==> config.mk <==
export PLATFORM = sky130hd
export DESIGN_NAME = cpu_fetch_seq
export DESIGN_NICKNAME = d
export VERILOG_FILES = /design/src/rtl/cpu_pkg.sv /design/src/rtl/cpu_fetch_seq.sv
export SDC_FILE = /design/constraint.sdc
export NUM_CORES = 1
export LEC_CHECK = 0
export ABC_AREA = 1
export BUFFER_PORTS_ARGS = -buffer_cell sky130_fd_sc_hd__buf_2
export CORE_MARGIN = 1.5
export CORE_UTILIZATION = 55
export CTS_CLUSTER_DIAMETER = 40
export DETAILED_ROUTE_END_ITERATION = 16
export HOLD_SLACK_MARGIN = 0.12
export PLACE_DENSITY = 0.95
export SLEW_MARGIN = 20
export SYNTH_ARGS = -nofsm -noshare
export SYNTH_HDL_FRONTEND = slang
export SYNTH_SLANG_ARGS = --single-unit
==> constraint.sdc <==
create_clock -name clk -period 4.45 [get_ports clk]
set_clock_uncertainty 0.05 [all_clocks]
set_input_delay 0.2225 -clock clk [delete_from_list [all_inputs] [get_ports clk]]
set_output_delay 0.2225 -clock clk [all_outputs]
set_load 0.02 [all_outputs]
==> src/rtl/cpu_pkg.sv <==
// Shared CPU definitions: ROM geometry, opcode field and fetch FSM states.
package cpu_pkg;

  localparam int ADDR_W = 8;
  localparam int DATA_W = 27;
  localparam int OP_MSB = 26;
  localparam int OP_LSB = 23;
  localparam logic [OP_MSB-OP_LSB:0] HALT_OP = 4'hB;

  typedef enum logic [1:0] {
    IDLE   = 2'd0,
    FETCH  = 2'd1,
    HALTED = 2'd2
  } fetch_state_t;

endpackage

==> src/rtl/cpu_fetch_seq.sv <==
// Instruction-fetch sequencer: owns the PC, addresses the external microcode
// ROM, registers each word and offers it to decode over valid/ready.
module cpu_fetch_seq #(
  parameter int                ADDR_W   = cpu_pkg::ADDR_W,
  parameter int                DATA_W   = cpu_pkg::DATA_W,
  parameter logic [ADDR_W-1:0] RESET_PC = ADDR_W'(1),
  parameter logic [3:0]        HALT_OP  = cpu_pkg::HALT_OP,
  parameter int                CNT_W    = 16
) (
  input  logic              clk,
  input  logic              rst_n,
  input  logic              start,
  output logic [ADDR_W-1:0] rom_addr,
  input  logic [DATA_W-1:0] rom_data,
  output logic              instr_valid,
  input  logic              instr_ready,
  output logic [DATA_W-1:0] instr_data,
  output logic [ADDR_W-1:0] instr_pc,
  input  logic              redirect_valid,
  input  logic [ADDR_W-1:0] redirect_addr,
  output logic              halted,
  output logic              busy,
  output logic [CNT_W-1:0]  fetch_count
);

  import cpu_pkg::*;

  fetch_state_t      state, state_nx;
  logic [ADDR_W-1:0] pc, pc_nx;
  logic              valid_nx;
  logic [DATA_W-1:0] data_nx;
  logic [ADDR_W-1:0] ipc_nx;
  logic [CNT_W-1:0]  count_nx;

  logic accept;   // decode takes the held word this edge
  logic cap;      // output register is free to take a new word
  logic is_halt;  // word on the ROM bus carries the HALT opcode
  logic flush;    // redirect actually takes effect this edge

  assign rom_addr = pc;
  assign busy     = (state == FETCH);
  assign halted   = (state == HALTED);

  assign accept  = instr_valid && instr_ready;
  assign cap     = !instr_valid || instr_ready;
  assign is_halt = (rom_data[OP_MSB:OP_LSB] == HALT_OP);
  assign flush   = redirect_valid && (state != IDLE);

  // Next-state, PC and output-register selection.
  always_comb begin
    state_nx = state;
    pc_nx    = pc;
    valid_nx = instr_valid;
    data_nx  = instr_data;
    ipc_nx   = instr_pc;
    count_nx = fetch_count;

    case (state)
      IDLE: begin
        if (start) begin
          state_nx = FETCH;
          pc_nx    = RESET_PC;
        end
      end
      FETCH: begin
        // A redirect squashes both the held word and this cycle's fetch.
        if (redirect_valid) begin
          pc_nx    = redirect_addr;
          valid_nx = 1'b0;
        end else if (cap) begin
          data_nx  = rom_data;
          ipc_nx   = pc;
          valid_nx = 1'b1;
          if (is_halt) begin
            state_nx = HALTED;
          end else begin
            pc_nx = pc + 1'b1;
          end
        end
      end
      HALTED: begin
        // Redirect has priority over start when both arrive together.
        if (redirect_valid) begin
          state_nx = FETCH;
          pc_nx    = redirect_addr;
          valid_nx = 1'b0;
        end else if (start) begin
          state_nx = FETCH;
          pc_nx    = RESET_PC;
          valid_nx = 1'b0;
        end else if (accept) begin
          valid_nx = 1'b0;
        end
      end
      default: begin
        state_nx = IDLE;
        pc_nx    = RESET_PC;
        valid_nx = 1'b0;
      end
    endcase

    // Count only words that decode really keeps; saturate at all-ones.
    if (accept && !flush && !(&fetch_count)) begin
      count_nx = fetch_count + 1'b1;
    end
  end

  // State, PC, output word and counter registers.
  always_ff @(posedge clk or negedge rst_n) begin
    if (!rst_n) begin
      state       <= IDLE;
      pc          <= RESET_PC;
      instr_valid <= 1'b0;
      instr_data  <= '0;
      instr_pc    <= '0;
      fetch_count <= '0;
    end else begin
      state       <= state_nx;
      pc          <= pc_nx;
      instr_valid <= valid_nx;
      instr_data  <= data_nx;
      instr_pc    <= ipc_nx;
      fetch_count <= count_nx;
    end
  end

endmodule
### Yosys cells after proc, flatten, opt, wreduce, memory -nomap -nowiden

Index checks and enable logic that the tools add are counted.

| word-level totals | value |
|---|---|
| register bits after elaboration | 62 |
| input port bits | 40 |
| word-level logic and storage cells | 52 |

| operators by class | value |
|---|---|
| add/sub/neg operators | 2 |
| eq/ne operators | 9 |
| muxes and demuxes | 18 |
| bitwise gates (word level) | 2 |
| reductions and logical operators | 15 |

Operators by type and width:

| kind | number |
|---|---|
| two-way mux 8 bit | 5 |
| one-hot mux 8 bit (3 select lines) | 1 |
| adder 16 x 1 -> 16 bit, second input constant | 1 |
| AND reduction 16 bit | 1 |
| two-way mux 2 bit | 5 |
| AND reduction 3 bit | 3 |
| adder 8 x 1 -> 8 bit, second input constant | 1 |
| one-hot mux 2 bit (3 select lines) | 1 |
| two-way mux 1 bit | 5 |
| equality test 4 bit, second input constant | 1 |
| logical AND 1 bit | 4 |
| != test 2 x 1 -> 1 bit, second input constant | 2 |
| != test 4 x 3 -> 1 bit, second input constant | 1 |
| zero test 1 bit | 3 |
| != test 3 x 2 -> 1 bit, second input constant | 1 |
| != test 3 bit, second input constant | 1 |
| one-hot mux 1 bit (3 select lines) | 1 |
| equality test 2 x 1 -> 1 bit, second input constant | 1 |
| equality test 2 bit, second input constant | 1 |
| zero test 2 bit | 1 |
| != test 2 bit, second input constant | 1 |
| inverter 1 bit | 2 |
| AND reduction 2 bit | 1 |
| nonzero test 2 bit | 1 |
| logical OR 1 bit | 1 |

### Depth between registers and ports, before layout

Gate-level depths: netlist of the first run.

| logic depth | value |
|---|---|
| depth in word-level cells | 5 |
| depth in mapped cells | 10 |
| mapped depth without buffers | 10 |

### Least setup slack after synthesis of the first run

No wires, ideal clock.

| timing | value |
|---|---|
| path kind | register -> register |
| start point | register fetch_count[1] |
| end point | register fetch_count[10] |
| library setup time | 0.117 ns |
| arrival | 1.479 ns |
| slack | 2.804 ns |
| stages on the path, launching flop included | 10 |
| period minus slack after synthesis | 1.646 ns |
| path through | dfrtp_1 > ha_1 > nand3_2 > nor2_2 > nand3_1 > nand2_2 > inv_2 > buf_6 > nand2_1 > nand2_1 |

| between the ends | value |
|---|---|
| longest elaborated chain between the ends | 3 |
| elaborated cells on any way between the ends | 4 |

RTL lines:

| what | RTL line | source |
|---|---|---|
| start: declaration | cpu_fetch_seq.sv:23 | `output logic [CNT_W-1:0] fetch_count` |
| start signal: assignment | cpu_fetch_seq.sv:123 | `fetch_count <= count_nx;` |
| branches (longest 3 deep; another with adder 16 x 1 -> 16 bit) | n/a |  |

Parallel ways; which one is timed is not known.
A chain may end at the register's enable or synchronous reset.

### Final worst setup path of the first run

| timing | value |
|---|---|
| start point | register fetch_count[1] |
| end point | register fetch_count[11] |

The elaborated chain is that of the path after synthesis.

==> impl_metrics.csv, run 1 <==
group,metric,value,unit
outcome,status,"completed",
clock_network,htreeDepth,3,
clock_network,path_clk_slew,0.07,ns
floorplanning,die_h,80.6,um
worst_setup_path,worstReg2RegEnd,"fetch_count[11]$_DFFE_PN0P_",
global_route,grt-ovfl-total,0,
logic_synthesis,syn_avg_cell_area,8.80,sq um
global_route,grt_max_degree,63,
global_route,antenna_found_initial,0,
worst_setup_path,crit_arrival,2.10,ns
cells_and_area,post-route-util,0.738,
worst_setup_path,reg2reg_setup_slack,2.53,ns
sta,slew_viol_final,0,
sta,fin_hold_ws,0.213,ns
route,ant_nets,0,
clock_network,post-cts-setup-buffer-count,0,
worst_setup_path,r2r_cells,8,
sta,setup_tns,0,ns
sta,hold_violations,0,
logic_synthesis,synth.distinct_cells,28,
clock_network,cts_resized,0,
worst_hold_path,holdPathEnd,"rom_addr[3]$_DFFE_PN0P_",
floorplanning,chipWidth,80.6,um
power,powerDensity,668,nW/um^2
cells_and_area,final_common_cell,"nand2_1",
route,wirelength,9.30,mm
clock_network,root_buffer,"clkbuf_8",
route,vias,3161,
floorplanning,core,5850,sq um
cells_and_area,layout-drive-gt1-share,0.314,
cells_and_area,multiInputGateArea,1540,sq um
route,first_pass_iters,6,
power,p_leak,0.00230,uW
sta,fmax,0.520,GHz
worst_hold_path,min_path_cells,6,
sta,max_slew_margin,0.485,
cells_and_area,nets,550,
route,wl_per_cell,15.8,um
worst_setup_path,r2r-start,"fetch_count[1]$_DFFE_PN0P_",
logic_synthesis,synthCells,376,
sta,rsz0062_at_grt,"false",
placed_design,place_hpwl,5.52,mm
floorplanning,start_util,0.565,
sta,fin_crit,1.92,ns
floorplanning,io_pins,102,
worst_setup_path,required,4.62,ns
logic_synthesis,async_reset_ff_frac,1.00,
floorplanning,num_rows,28,
cells_and_area,area_growth,30.6,%
worst_setup_path,crit_fanout,15,
logic_synthesis,synth_edf_count,0,
global_route,grt_use_total,0.309,
cells_and_area,seqCellArea,1550,sq um
worst_hold_path,min-delay-start,"redirect_addr[3]",
global_route,grt_pass1_wl,14.9,mm
logic_synthesis,yosysSeqAreaShare,0.469,
placed_design,dpl_cell_area,3840,sq um
worst_setup_path,cp-start-kind,"register",
clock_network,worstSkewPairLatency,0.35,ns
worst_setup_path,cp-end-kind,"register",
placed_design,routabilityCongestion,0.931,
clock_network,cts.sinks,62,
cells_and_area,nFillCells,406,
logic_synthesis,synth-seq-cells,62,
cells_and_area,final_cell_mix,"nand2_1 (116), buf_2 (101), dfrtp_1 (61)",
clock_network,cts_hold_buf,28,
route,drc,0,
run,max_cap_violations,0,
cells_and_area,final_area,4320,sq um
sta,final-setup-viol-count,0,
sta,tightestPinTransition,0.773,ns
logic_synthesis,syn_nets,418,
worst_setup_path,startpoint,"fetch_count[1]$_DFFE_PN0P_",
logic_synthesis,yosys_warnings,0,
floorplanning,die-area,6490,sq um
logic_synthesis,synth-main-ff-cell,"dfrtp_1",
sta,finalCritPeriodShare,0.432,
cells_and_area,diodes,0,
placed_design,portBuffers,101,
worst_setup_path,crit_type,"reg -> reg",
worst_hold_path,hold_class,"in -> reg",
global_route,grt_pass1_vias,3100,
clock_network,cts_buffer_depth,2,
logic_synthesis,syn_area,3310,sq um
power,peakVddDrop,0.565,mV
clock_network,cts_buffers,9,
clock_network,cts_tree,"yes",
power,totalPowerFinal,2890,uW
route,dr.first_iter.drc_count,253,
route,vias_per_cell,5.38,
-- critical path: stages (launching register included) --
cell	delay, ns
dfrtp_1	0.41
ha_1	0.22
nand3_2	0.13
nor2_2	0.21
nand3_1	0.12
nand2_2	0.27
inv_2	0.21
nand2_1	0.13
o21ai_2	0.06
-- cell type report --
class                   count  area share
clock buffers              11      0.0327
clock inverters             5      0.0136
inverters                  36      0.0313
multi-input cells         269       0.357
flip-flops and latches     62       0.360
well taps                  75      0.0217
repair buffers            130       0.184
-- worst max-delay path by stage --
stage | slack (ns) | to | cells past startpoint
3_5_place_dp | 2.62 | fetch_count[7]$_DFFE_PN0P_ | 6
6_report | 2.53 | fetch_count[11]$_DFFE_PN0P_ | 8
4_1_cts | 2.60 | fetch_count[7]$_DFFE_PN0P_ | 6
3_3_place_gp | 2.68 | instr_data[20]$_DFFE_PN0P_ | 4
2_1_floorplan | 2.80 | fetch_count[10]$_DFFE_PN0P_ | 9
5_1_grt | 2.39 | fetch_count[7]$_DFFE_PN0P_ | 8
-- cell usage after synthesis, types with 5 or more instances --
cell	n	area [sq um]
xor2_1	7	61.3
dfrtp_1	61	1530
nand2_1	116	435
mux2_4	23	345
o21ai_0	24	120
nand3_1	22	110
nor2_1	32	120
a21oi_1	7	35.0
inv_1	34	128
buf_6	5	56.3
xnor2_1	5	43.8
-- cell families after synthesis --
family	synth area share
compound gates	0.0632
xor+xnor	0.0318
fa+ha+maj	0.00756
buf+inv	0.0639
flops	0.469
mux	0.118
simple gates	0.246
-- through the flow --
stage / instances / worst slack, ns
floorplan: 376 / 2.80
global placement: 544 / 2.68
detailed placement: 544 / 2.62
CTS: 588 / 2.60
global route: 588 / 2.39
finish: 588 / 2.53
-- power breakdown --
group	internal, uW	switching [uW]	leakage [uW]
clock	274	231	0.0000955
sequential	806	214	0.000768
combinational	545	816	0.00143
-- layer usage --
metal	global-route usage	vias to the layer above	share of wire
li1	-	1475	-
met1	0.349	1455	0.38
met2	0.541	193	0.51
met3	0.0727	38	0.078
met4	0.159	0	0.038
met5	0	-	0
-- flip-flops by register name, summed over array words and instances (netlist names) --
signal       count
rom_addr         8
instr_data      27
instr_valid      1
instr_pc         8
state            2
fetch_count     16
(Power assumes the default switching activity.)
==> inputs of run 2 (changes only) <==
--- a/config.mk
+++ b/config.mk
@@ -8,11 +8,11 @@
 export ABC_AREA = 1
 export BUFFER_PORTS_ARGS = -buffer_cell sky130_fd_sc_hd__buf_2
 export CORE_MARGIN = 1.5
-export CORE_UTILIZATION = 55
+export CORE_UTILIZATION = 46
 export CTS_CLUSTER_DIAMETER = 40
 export DETAILED_ROUTE_END_ITERATION = 16
 export HOLD_SLACK_MARGIN = 0.12
-export PLACE_DENSITY = 0.95
+export PLACE_DENSITY = 0.86
 export SLEW_MARGIN = 20
 export SYNTH_ARGS = -nofsm -noshare
 export SYNTH_HDL_FRONTEND = slang
==> constraint.sdc (replaced) <==
create_clock -name clk -period 1.6 [get_ports clk]
set_clock_uncertainty 0.05 [all_clocks]
set_input_delay 0.08 -clock clk [delete_from_list [all_inputs] [get_ports clk]]
set_output_delay 0.08 -clock clk [all_outputs]
set_load 0.02 [all_outputs]
==> impl_metrics.csv, run 2 (synthesis gave the netlist of run 1 again) <==
group,metric,value,unit
cells_and_area,final_cell_mix,"nand2_1 (112), buf_2 (100), dfrtp_1 (56)",
outcome,status,"completed",
sta,fmax,0.665,GHz
cells_and_area,seqCellArea,1560,sq um
worst_setup_path,crit_arrival,1.71,ns
route,ant_nets,0,
route,first_pass_iters,4,
floorplanning,start_util,0.482,
worst_hold_path,min-delay-start,"redirect_addr[2]",
cells_and_area,largest_register,"instr_data",
route,vias,3212,
placed_design,portBuffers,101,
placed_design,routabilityCongestion,0.905,
floorplanning,core,6870,sq um
placed_design,detailedPlace.worstSlack,-0.0487,ns
worst_setup_path,r2r-start,"fetch_count[4]$_DFFE_PN0P_",
worst_setup_path,crit_path_end,"fetch_count[6]$_DFFE_PN0P_",
clock_network,cts.sinks,62,
worst_setup_path,critical_path_buf_inv_count,2,
worst_setup_path,startpoint,"fetch_count[4]$_DFFE_PN0P_",
clock_network,path_clk_slew,0.07,ns
sta,hold_violations,0,
worst_setup_path,crit_fanout,5,
worst_setup_path,crit_type,"reg -> reg",
route,vias_per_cell,5.09,
route,wirelength,9.46,mm
cells_and_area,instances_no_fill,631,
global_route,grt_pass1_wl,14.9,mm
cells_and_area,largest_reg_flops,27,
cells_and_area,reg_top3,"instr_data: 27 flops, fetch_count: 16 flops",
power,powerDensity,1830,nW/um^2
route,dr.first_iter.drc_count,154,
clock_network,worstSkewPairLatency,0.35,ns
route,wl_per_cell,15.0,um
global_route,grt_use_total,0.257,
global_route,grt-ovfl-total,0,
cells_and_area,layout-drive-gt1-share,0.364,
clock_network,cts_buffer_depth,2,
run,max_cap_violations,0,
cells_and_area,nFillCells,503,
sta,setup_ws,0.0956,ns
worst_setup_path,cp-start-kind,"register",
cells_and_area,area_growth,40.8,%
sta,finalCritPeriodShare,0.940,
global_route,grt_max_degree,52,
worst_setup_path,cp-end-kind,"register",
sta,setup_tns,0,ns
cells_and_area,final_common_cell,"nand2_1",
worst_setup_path,reg2reg_setup_slack,0.1,ns
route,drc,0,
cells_and_area,multiInputGateArea,1610,sq um
power,totalPowerFinal,8520,uW
sta,fin_crit,1.50,ns
floorplanning,die-area,7710,sq um
worst_setup_path,crit_path_frequent_cell,"nand2_1",
clock_network,cts_buffers,9,
clock_network,cts_tree,"yes",
clock_network,root_buffer,"clkbuf_8",
sta,fin_hold_ws,0.155,ns
global_route,grt_pass1_vias,3174,
power,p_leak,0.00241,uW
sta,tightestPinTransition,0.520,ns
floorplanning,io_pins,102,
global_route,grt_use_met1,0.289,
worst_setup_path,crit_family,"simple AND/OR/NAND/NOR gates",
cells_and_area,diodes,0,
worst_setup_path,slowest_stage,"dfrtp_1",
placed_design,place_inst,576,
worst_setup_path,cp_slowest_stage_delay,0.44,ns
floorplanning,num_rows,30,
worst_hold_path,hold_class,"in -> reg",
global_route,use_met2,0.458,
sta,max_slew_margin,0.652,
worst_setup_path,worstReg2RegEnd,"fetch_count[6]$_DFFE_PN0P_",
clock_network,htreeDepth,3,
worst_setup_path,r2r_cells,9,
worst_setup_path,worstSetupPathDepth,9,
power,peakVddDrop,1.14,mV
global_route,grt_most_used_layer,"met2",
global_route,antenna_found_initial,0,
cells_and_area,nets,572,
placed_design,place_hpwl,5.85,mm
floorplanning,die_h,87.8,um
worst_setup_path,critical_path.cell_chain,"nand2_1 > inv_1 > nand2_1 > nor2_4 > nand3_1 > nand2_2 > buf_4 > nand2_1 > o21ai_0",
global_route,use_met3,0.0509,
sta,final-setup-viol-count,0,
floorplanning,chipWidth,87.8,um
sta,slew_viol_final,0,
worst_setup_path,required,1.81,ns
## run 2: cell count changes in the layout (fill, tap and decap cells not counted), moves of 3 or more
cell and delta:
nand2_1 -4, inv_1 -3, dfrtp_2 +5, dlygate4sd3_1 +7, buf_4 +12, dfrtp_1 -5
nand2_2 +4
## run 2: repair_timing
| item | in CTS | in global routing |
|---|---|---|
| setup endpoints to repair | 17 | 26 |
| pin swaps | 1 | 4 |
| gates cloned | 0 | 0 |
| hold buffers | 35 | 0 |
| endpoints found under the hold margin | 94 | 0 |
| resized for setup | 3 | 22 |
| setup buffers | 1 | 3 |
## run 2: worst min-delay path: stages
cell and delay, ns:
buf_2 0.07, or2_2 0.12, nand3_1 0.07, nand3_1 0.06, nand2_1 0.04, o21ai_0 0.06
## run 2: metal layers
layer | share of wire | up-vias
met1 | 0.39 | 1530
met3 | 0.058 | 33
met5 | 0 | -
met4 | 0.036 | 0
li1 | - | 1516
met2 | 0.51 | 133
## run 2: layout make-up
class,count,share of cell area
Tap cell,96,0.0258
Inverter,36,0.0301
Clock inverter,7,0.0210
Multi-Input combinational cell,269,0.346
Timing Repair Buffer,152,0.216
Clock buffer,9,0.0266
Sequential cell,62,0.335
## run 2: power by group
part | internal (uW) | switching [uW] | leakage, uW
clock network | 882 | 684 | 0.000106
registers | 2250 | 578 | 0.000762
logic | 1740 | 2380 | 0.00155
## run 2: worst min-delay path by stage
stage | endpoint | slack, ns | cells past startpoint
global route | rom_addr[1]$_DFFE_PN0P_ | 0.20 | 6
floorplan | fetch_count[0]$_DFFE_PN0P_ | -0.27 | 0
global placement | instr_data[3]$_DFFE_PN0P_ | -0.07 | 1
finish | rom_addr[2]$_DFFE_PN0P_ | 0.16 | 6
CTS | rom_addr[2]$_DFFE_PN0P_ | 0.14 | 6
detailed placement | instr_data[3]$_DFFE_PN0P_ | -0.07 | 1
## run 2: per-stage QoR
step                 util  instance area, sq um
floorplan               -                  3310
global placement    0.579                  3980
detailed placement  0.579                  3980
CTS                 0.664                  4560
global route        0.678                  4660
finish              0.678                  4660
==> inputs of run 3 (changes only) <==
--- a/config.mk
+++ b/config.mk
@@ -13,6 +13,7 @@
 export DETAILED_ROUTE_END_ITERATION = 16
 export HOLD_SLACK_MARGIN = 0.12
 export PLACE_DENSITY = 0.86
+export SETUP_SLACK_MARGIN = 0.4
 export SLEW_MARGIN = 20
 export SYNTH_ARGS = -nofsm -noshare
 export SYNTH_HDL_FRONTEND = slang
==> impl_metrics.csv, run 3 (synthesis gave the netlist of run 1 again) <==
group,metric,value,unit
outcome,status,"completed",
cells_and_area,largest_register,"instr_data",
cells_and_area,post-route-util,0.772,
run,max_cap_violations,0,
clock_network,path_clk_slew,0.07,ns
cells_and_area,layout-drive-gt1-share,0.470,
worst_setup_path,required,1.78,ns
sta,final-setup-viol-count,0,
route,ant_nets,0,
sta,fin_crit,1.52,ns
route,wirelength,10.6,mm
cells_and_area,diodes,0,
placed_design,place_hpwl,5.74,mm
clock_network,cts_tree,"yes",
sta,finalCritPeriodShare,0.951,
route,dr.first_iter.drc_count,193,
worst_setup_path,crit_arrival,1.70,ns
cells_and_area,final_cell_mix,"nand2_1 (98), buf_2 (91), dfrtp_1 (48)",
floorplanning,start_util,0.482,
route,vias,3454,
power,p_leak,0.00266,uW
route,first_pass_iters,5,
sta,max_slew_margin,0.781,
floorplanning,die_h,87.8,um
clock_network,cts_buffer_depth,2,
clock_network,htreeDepth,3,
worst_setup_path,reg2reg_setup_slack,0.08,ns
floorplanning,die-area,7710,sq um
clock_network,root_buffer,"clkbuf_8",
floorplanning,io_pins,102,
floorplanning,core,6870,sq um
worst_hold_path,hold_class,"in -> reg",
placed_design,routabilityCongestion,0.912,
clock_network,worstSkewPairLatency,0.34,ns
cells_and_area,largest_reg_flops,27,
global_route,grt_use_total,0.280,
global_route,grt_pass1_wl,16.2,mm
sta,slew_viol_final,0,
clock_network,cts_buffers,9,
cells_and_area,nets,599,
route,wl_per_cell,16.1,um
power,powerDensity,1790,nW/um^2
clock_network,cts.sinks,62,
sta,tightestPinTransition,0.326,ns
sta,setup_tns,0,ns
placed_design,portBuffers,101,
floorplanning,chipWidth,87.8,um
sta,fin_hold_ws,0.141,ns
sta,hold_violations,0,
global_route,grt_max_degree,63,
cells_and_area,nFillCells,448,
route,vias_per_cell,5.25,
worst_setup_path,crit_fanout,4,
global_route,grt-ovfl-total,0,
floorplanning,num_rows,30,
global_route,grt_pass1_vias,3387,
worst_setup_path,cp-end-kind,"register",
cells_and_area,final_common_cell,"nand2_1",
power,peakVddDrop,1.09,mV
route,drc,0,
cells_and_area,area_growth,60.3,%
worst_setup_path,crit_type,"reg -> reg",
cells_and_area,reg_top3,"instr_data: 27 flops, fetch_count: 16 flops",
worst_setup_path,cp-start-kind,"register",
sta,fmax,0.657,GHz
sta,rsz0062_at_grt,"true",
global_route,antenna_found_initial,0,
==> run 3: routing by layer <==
metal | vias to the layer above | global-route usage | part of all wire
li1 | 1585 | - | -
met1 | 1658 | 0.323 | 0.38
met2 | 169 | 0.483 | 0.51
met3 | 42 | 0.0631 | 0.063
met4 | 0 | 0.147 | 0.039
met5 | - | 0 | 0
==> run 3: critical path, cell delays in order, from the launching register on <==
cell and delay, ns:
dfstp_2 0.61, ha_4 0.17, nand2_4 0.05, inv_4 0.07, nand2_2 0.07, nand2_1 0.07
nand3_1 0.08, nand2_1 0.07, nand2_1 0.04, nand2_1 0.05, nand2_1 0.05
==> run 3: worst paths after layout <==
| kind | end | cells past startpoint | start |
|---|---|---|---|
| hold / removal | state[0]$_DFFE_PN0P_ | 3 | redirect_valid |
| setup reg to reg | rom_addr[4]$_DFFE_PN0P_ | 10 | rom_addr[0]$_DFFE_PN1P_ |
| hold reg to reg | instr_pc[3]$_DFFE_PN0P_ | 2 | instr_pc[3]$_DFFE_PN0P_ |
| setup / recovery | rom_addr[4]$_DFFE_PN0P_ | 10 | rom_addr[0]$_DFFE_PN1P_ |
| min in group asynchronous | fetch_count[13]$_DFFE_PN0P_ | 3 | rst_n |
| max in group asynchronous | rom_addr[0]$_DFFE_PN1P_ | 3 | rst_n |
==> run 3: where the power goes <==
part | internal [uW] | switching [uW]
combinational | 2380 | 2860
sequential | 2270 | 644
clock | 717 | 631
total | 5370 | 4140
==> run 3: area by class of cell <==
cell class / instances / area, sq um / share of cell area
clock buffer: 12 / 135 / 0.0255
clock inverter: 4 / 47.5 / 0.00896
inverter: 36 / 159 / 0.0300
multi-input combinational: 277 / 1980 / 0.372
sequential: 62 / 1570 / 0.296
tap: 96 / 120 / 0.0226
timing repair buffer: 170 / 1290 / 0.243
timing repair inverter: 1 / 8.76 / 0.00165
==> run 3: repair_timing <==
item,in CTS,in global routing
cloned,8,1
buffers inserted,28,1
hold endpoints to repair,94,0
pin swaps,20,11
resized for setup,61,49
hold buffers,33,0
setup endpoints to repair,65,76
==> run 3: per-stage QoR <==
| step | cell area, sq um | std cells | total power (uW) | setup slack [ns] |
|---|---|---|---|---|
| after floorplan | 3440 | 376 | 5590 | 0.151 |
| after global placement | 4040 | 571 | 6580 | 0.118 |
| after detailed placement | 4040 | 571 | 6740 | 0.0649 |
| after CTS | 5130 | 656 | 9170 | 0.141 |
| after global routing | 5300 | 658 | 10000 | 0.0324 |
| final | 5300 | 658 | 9500 | 0.0788 |
